==> src/rtl/mac_stream_accum.sv <==
`default_nettype none
// ============================================================================
// mac_stream_accum : streaming dot-product MAC (product reg + accumulator),
//                    valid/ready on both sides.            Revision 1.0
// ============================================================================
module mac_stream_accum #(
   parameter int DATA_W   = 16,
   parameter int ACC_W    = 40,
   parameter int SIGNED   = 0,
   parameter int SATURATE = 1,
   parameter int CNT_W    = 16
) (
   input  logic              i_Clk,
   input  logic              i_Rst_n,
   input  logic              i_Valid,
   output logic              o_Ready,
   input  logic [DATA_W-1:0] i_X,
   input  logic [DATA_W-1:0] i_Y,
   input  logic              i_Last,
   input  logic              i_Clear,
   output logic              o_Valid,
   input  logic              i_Ready,
   output logic [ACC_W-1:0]  o_Sum,
   output logic              o_Overflow,
   output logic [CNT_W-1:0]  o_Count
);

   localparam int C_PROD_W = 2 * DATA_W;
   localparam int C_EXT_W  = ACC_W + 1 - C_PROD_W;

   logic                w_enable;
   logic                w_accept;
   logic                w_step;
   logic                w_load;

   logic [C_PROD_W-1:0] w_x_ext;
   logic [C_PROD_W-1:0] w_y_ext;
   logic [C_PROD_W-1:0] w_prod;

   logic                r_s1_valid;
   logic                r_s1_last;
   logic [C_PROD_W-1:0] r_prod;

   logic [ACC_W-1:0]    r_acc;
   logic [CNT_W-1:0]    r_cnt;
   logic                r_sticky;

   logic                w_p_neg;
   logic [ACC_W:0]      w_acc_ext;
   logic [ACC_W:0]      w_p_ext;
   logic [ACC_W:0]      w_sum;
   logic                w_ovf;
   logic [ACC_W-1:0]    w_sat;
   logic [ACC_W-1:0]    w_acc_next;
   logic [CNT_W-1:0]    w_cnt_next;

   logic                r_out_valid;
   logic [ACC_W-1:0]    r_out_sum;
   logic                r_out_ovf;
   logic [CNT_W-1:0]    r_out_cnt;

   // A result held against a stalled consumer freezes the whole pipeline.
   assign w_enable = !(r_out_valid && !i_Ready);
   assign o_Ready  = w_enable;
   assign w_accept = i_Valid && w_enable && !i_Clear;

   // Operands widened to full product width; the low 2*DATA_W bits of the
   // widened product are exact for both signed and unsigned operands.
   assign w_x_ext = {{DATA_W{(SIGNED != 0) && i_X[DATA_W-1]}}, i_X};
   assign w_y_ext = {{DATA_W{(SIGNED != 0) && i_Y[DATA_W-1]}}, i_Y};
   assign w_prod  = w_x_ext * w_y_ext;

   always_ff @(posedge i_Clk or negedge i_Rst_n) begin
      if (!i_Rst_n) begin
         r_s1_valid <= 1'b0;
         r_s1_last  <= 1'b0;
         r_prod     <= '0;
      end else if (i_Clear) begin
         r_s1_valid <= 1'b0;
      end else if (w_enable) begin
         r_s1_valid <= w_accept;
         if (w_accept) begin
            r_prod    <= w_prod;
            r_s1_last <= i_Last;
         end
      end
   end

   // Both addends carry one guard bit so a single adder serves both modes.
   assign w_p_neg   = (SIGNED != 0) && r_prod[C_PROD_W-1];
   assign w_acc_ext = {(SIGNED != 0) && r_acc[ACC_W-1], r_acc};
   assign w_p_ext   = {{C_EXT_W{w_p_neg}}, r_prod};
   assign w_sum     = w_acc_ext + w_p_ext;

   // Signed: guard and sign bits disagree exactly when equal-sign operands
   // produce a result of the other sign.
   assign w_ovf = (SIGNED != 0) ? (w_sum[ACC_W] ^ w_sum[ACC_W-1]) : w_sum[ACC_W];

   assign w_sat = (SIGNED != 0) ? {w_p_neg, {(ACC_W-1){!w_p_neg}}}
                                : {ACC_W{1'b1}};

   assign w_acc_next = (w_ovf && (SATURATE != 0)) ? w_sat : w_sum[ACC_W-1:0];
   assign w_cnt_next = (&r_cnt) ? r_cnt : r_cnt + CNT_W'(1);

   assign w_step = w_enable && r_s1_valid && !i_Clear;
   assign w_load = w_step && r_s1_last;

   always_ff @(posedge i_Clk or negedge i_Rst_n) begin
      if (!i_Rst_n) begin
         r_acc    <= '0;
         r_cnt    <= '0;
         r_sticky <= 1'b0;
      end else if (i_Clear) begin
         r_acc    <= '0;
         r_cnt    <= '0;
         r_sticky <= 1'b0;
      end else if (w_step) begin
         if (r_s1_last) begin
            r_acc    <= '0;
            r_cnt    <= '0;
            r_sticky <= 1'b0;
         end else begin
            r_acc    <= w_acc_next;
            r_cnt    <= w_cnt_next;
            r_sticky <= r_sticky | w_ovf;
         end
      end
   end

   // Clear deliberately leaves a pending result untouched.
   always_ff @(posedge i_Clk or negedge i_Rst_n) begin
      if (!i_Rst_n) begin
         r_out_valid <= 1'b0;
         r_out_sum   <= '0;
         r_out_ovf   <= 1'b0;
         r_out_cnt   <= '0;
      end else if (w_load) begin
         r_out_valid <= 1'b1;
         r_out_sum   <= w_acc_next;
         r_out_ovf   <= r_sticky | w_ovf;
         r_out_cnt   <= w_cnt_next;
      end else if (r_out_valid && i_Ready) begin
         r_out_valid <= 1'b0;
      end
   end

   assign o_Valid    = r_out_valid;
   assign o_Sum      = r_out_sum;
   assign o_Overflow = r_out_ovf;
   assign o_Count    = r_out_cnt;

endmodule
`default_nettype wire

==> config.mk <==
export PLATFORM = sky130hd
export DESIGN_NAME = mac_stream_accum
export DESIGN_NICKNAME = d
export VERILOG_FILES = /design/src/rtl/mac_stream_accum.sv
export SDC_FILE = /design/constraint.sdc
export NUM_CORES = 1
export LEC_CHECK = 0
export CORE_UTILIZATION = 50
export DETAILED_ROUTE_END_ITERATION = 10
export GPL_TIMING_DRIVEN = 1
export PLACE_DENSITY = 0.67
export SLEW_MARGIN = 20
export SYNTH_ARGS = -nofsm -noshare
export SYNTH_HDL_FRONTEND = slang
export SYNTH_SLANG_ARGS = --single-unit
==> constraint.sdc <==
create_clock -name i_Clk -period 3.3 [get_ports i_Clk]
set_clock_uncertainty 0.1 [all_clocks]
set_input_delay 0.825 -clock i_Clk [delete_from_list [all_inputs] [get_ports i_Clk]]
set_output_delay 0.825 -clock i_Clk [all_outputs]
set_load 0.01 [all_outputs]
# [Word level (Yosys, flattened, before mapping)]
# Index checks and enable logic that the tools add are counted.
[word_totals] out_inout_bits=59 word_cells=46 reg_bits=149 in_bits=38
[op_classes] reduce_logical=14 mul=1 eq_ne=1 n_addsub=2 bitwise=3 n_mux=15
[ops] op="$mux W40" n=4
[ops] op="$mux W16" n=4
[ops] op="$add A40 B32 Y41" n=1
[ops] op="$mul A16 B16 Y32" n=1
[ops] op="$add A16 B1 Y16 const B" n=1
[ops] op="$reduce_and A16 Y1" n=1
[ops] op="$logic_and A1 B1 Y1" n=7
[ops] op="$mux W1" n=7
[ops] op="$reduce_bool A2 Y1" n=2
[ops] op="$logic_not A1 Y1" n=3
[ops] op="$reduce_and A3 Y1" n=1
[ops] op="$ne A2 B2 Y1 const B" n=1
[ops] op="$not A1 Y1" n=2
[ops] op="$or A1 B1 Y1" n=1

# [Longest topological paths before layout]
[depth] word_depth=7 depth_mapped=22 ltp_nobuf=21

# [Worst setup path after synthesis]
# Ideal clock, no wire load.
[synth_path] kind="input to register" from="in i_Y[1]" to="reg r_prod[23]" cell_stages=19 arrival_time_ps=6085 setup_time_ps=125 path_buffers=1 setup_slack_ps=-3010 required_ps=3075 cell_sequence="clkbuf_1 nand2_1 fa_1 fa_1 fa_1 fa_1 inv_1 fa_1 inv_1 fa_1 inv_1 ha_1 and3_1 a221o_1 o211a_1 o2111a_2 nor2_4 xnor2_1 mux2_4"
[synth_via] elab_chain_cells=1
[synth_rtl] item="start, declared" line="18" rtl="input logic [DATA_W-1:0] i_Y,"
[synth_rtl] item="$mul A16 B16 Y32" line="71" rtl="assign w_prod = w_x_ext * w_y_ext;"
[synth_rtl] item="end signal, assigned" line="83" rtl="r_prod <= w_prod;"
[synth_rtl] item="end, declared" line="42" rtl="logic [C_PROD_W-1:0] r_prod;"
# Every way passes these cells.
# A chain may end at the register's enable or synchronous reset.

# [Worst setup path in the final report]
[layout_path] from="in i_X[5]" to="reg r_prod[31]"
[layout_via] elab_chain_cells=1
[layout_rtl] item="start, declared" line="17" rtl="input logic [DATA_W-1:0] i_X,"
[layout_rtl] item="$mul A16 B16 Y32" line="71"
# Every way passes these cells.

==> flow_summary.toml <==
[critical_path]
cp-start-kind = "primary input"
worstPathMaxFanout = 7
worst_ep_required_time_ns = 3.52
crit_arrival_ns = 6.07
path_class = "primary input to flop"
crit_path_end_kind = "flop"

[timing]
period_share_pct = 177
tightest_slew_ns = 0.648
relSlewSlack_pct = 56.8
setup_viol = 28
finalHoldViolCount = 0
rsz0062_at_grt = "true"
clock.fmax_mhz = 171
fin_ws_ns = -2.55
timing.hold.ws_ns = 0.225
finalCriticalPeriod_ns = 5.85
slew_viol_final = 0

[layout]
area_growth_pct = 28.1
regArea_um2 = 3730
multi_input_area_um2 = 12300
nFillCells = 2668
layout-drive-gt1-share_pct = 23.1
nNetsFinal = 2493
fin_util_pct = 65.0
insertedDiodeCount = 0

[placed_design]
io_buffers = 96
hpwl_um = 32600
gp_congestion = 0.921

[synthesis]
netlist_top_cells_count = "nand2_1 (298), inv_1 (241), fa_1 (195), dfrtp_1 (149), ha_1 (137)"
synth_area_leaders = "fa_1 (24%), dfrtp_1 (23%), ha_1 (10%), nand2_1 (6.8%), inv_1 (5.5%)"
syn-num-nets = 2219
syn_inst = 1849
ys_ff_latch = 149
yosys.area.top_type_share_pct = 23.7
syn_area_um2 = 16500
yosysTopAreaCell = "fa_1"
async_reset_ff_share_pct = 100
synthFlopType = "dfrtp_1"
yosys_warnings = 0
yosysSeqAreaShare_pct = 22.6
synth-edff-count = 0
yosysMostFrequentCell = "nand2_1"
synth.distinct_cells = 84
avgSynthCellArea_um2 = 8.91

[route]
wl_per_cell_um = 16.4
vias = 13800
ant_nets = 0
drt_iter0_drc = 786
totalWireLength_um = 42300
dr.pass1.iters = 7
via_per_inst = 5.37
remaining_drc_errors = 0

[cts]
cts_root_buf = "clkbuf_16"
cts.sinks = 149
cts_buffers = 17
clkLatencyLatePin_ns = 0.43
htree_levels = 4
cts.path.max_buffers = 2
path_clk_slew_ns = 0.06
cts_tree = "done"

[power_and_ir_drop]
p_seq_share_pct = 10.8
powerDensity_nw_per_um2 = 1130
p_clk_share_pct = 9.3
sw_frac_of_total_pct = 43.1
ir_drop_mv = 1.27
internal_power_mw = 13.6
p_sw_mw = 10.3
comb_power_share_pct = 80.0
p_leak_nw = 10.3

[floorplan]
io-pin-count = 97
coreArea_um2 = 32500
initial_core_util_pct = 50.7
die_area_um2 = 33700
die_h_um = 183
rows = 66
die_w_um = 183

[global_route]
grt_start_max_net_pins = 52
grt-ovfl-total = 0
grt_pass1_vias = 14100
antenna_found_initial = 0
grt_pass1_wl_um = 70000
groute.usage.overall_pct = 26.0

[status]
outcome = "finished, violations left"
violations = "setup timing"

[min_path]
hold_path_class = "primary input to async pin"

[job]
drv_cap = 0
-- power by group through the flow --
stage	Sequential (mW)	Combinational [mW]	Clock, mW
after CTS	2.57	17.8	2.24
after global routing	2.63	21.2	2.32
final	2.57	19.1	2.21
after floorplan	2.62	10.1	0
after detailed placement	2.60	15.7	0
after global placement	2.59	15.4	0
-- stage by stage --
stage | setup TNS (ns) | cells | instance area, µm² | setup slack, ns | total power [mW]
floorplan | -55.84 | 1849 | 16900 | -2.65 | 12.7
global placement | -80.42 | 2493 | 19400 | -3.44 | 18.0
detailed placement | -82.66 | 2493 | 19400 | -3.57 | 18.3
CTS | -58.46 | 2565 | 20800 | -2.71 | 22.6
global route | -59.88 | 2577 | 21100 | -2.69 | 26.1
finish | -55.77 | 2577 | 21100 | -2.55 | 23.9
-- final timing paths --
check	from	depth (start not counted)	slack (ns)	end
worst max-delay path	i_X[5]	21	-2.55	r_prod[31]$_DFFE_PN0P_
worst min-delay path	i_Rst_n	1	0.22	o_Sum[11]$_DFFE_PN0P_
worst max register to register	r_prod[0]$_DFFE_PN0P_	12	0.16	r_acc[3]$_DFFE_PN0P_
worst min register to register	o_Sum[10]$_DFFE_PN0P_	2	0.38	o_Sum[10]$_DFFE_PN0P_
max in group asynchronous	i_Rst_n	2	2.13	r_prod[13]$_DFFE_PN0P_
min in group i_Clk	o_Sum[10]$_DFFE_PN0P_	2	0.38	o_Sum[10]$_DFFE_PN0P_
-- cell usage in the layout, fill, tap and decap left out, drive strengths merged, types with 7 or more instances in the layout --
cell type	instances
dfrtp	149
a21oi	76
xor2	24
nand3	27
o211ai	8
and2	126
and3	16
buf	265
a211oi	13
nor3	16
clkbuf	24
nand2b	9
nand4	7
xnor2	35
nor2	88
clkdlybuf4s50	64
inv	242
fa	195
o21ai	134
o31ai	13
a31oi	23
a21o	29
nand2	299
ha	137
-- per-layer routing --
| layer | part of all wire (%) | track usage, % |
|---|---|---|
| met2 | 48 | 43.9 |
| met1 | 45 | 35.6 |
| met5 | 0 | 0 |
| met3 | 4.8 | 2.58 |
| met4 | 2.2 | 7.00 |
-- repair_timing --
| action | in CTS | in global routing |
|---|---|---|
| hold buffers | 0 | 0 |
| endpoints found under the setup margin | 28 | 28 |
| pin swaps | 104 | 121 |
| buffers inserted | 37 | 15 |
| resized for setup | 237 | 103 |
| gates cloned | 5 | 4 |
-- flip-flops by register name, summed over array words and instances, names as in the netlist --
name        cells
o_Sum          40
r_acc          40
r_prod         32
o_Count        16
r_cnt          16
o_Overflow      1
o_Valid         1
r_s1_last       1
r_s1_valid      1
r_sticky        1
-- final cells by class --
cell class / count / area share (%)
multi-input cells: 1378 / 58.2
flip-flops and latches: 149 / 17.7
repair buffers: 336 / 14.1
inverters: 241 / 4.29
well taps: 442 / 2.62
clock buffers: 19 / 2.10
clock inverters: 12 / 1.07
-- kinds of logic (layout without fill, tap and decap cells) --
kind of cell,after synthesis,after routing,share of synthesized area (%)
and+or+nand+nor,618,618,17.5
DFF,149,149,22.6
muxes,8,8,0.539
buffers and inverters,322,608,7.60
xor gates and xnor gates,59,59,3.14
AOI/OAI and AO/OA,361,361,14.4
adders and majority gates,332,332,34.1
-- critical path, cell delays in order --
cell and delay (ns):
buf_6 0.09, buf_6 0.13, and2_4 0.14, fa_1 0.48, inv_1 0.05, fa_1 0.52, fa_1 0.44, fa_1 0.51
inv_1 0.05, fa_1 0.47, inv_1 0.05, fa_1 0.48, inv_2 0.04, ha_4 0.22, and3_4 0.17, a221o_1 0.30
o211a_1 0.27, o2111a_2 0.33, o211ai_2 0.23, and3_4 0.21, o31ai_2 0.06
Power figures use the tool's default switching activity.
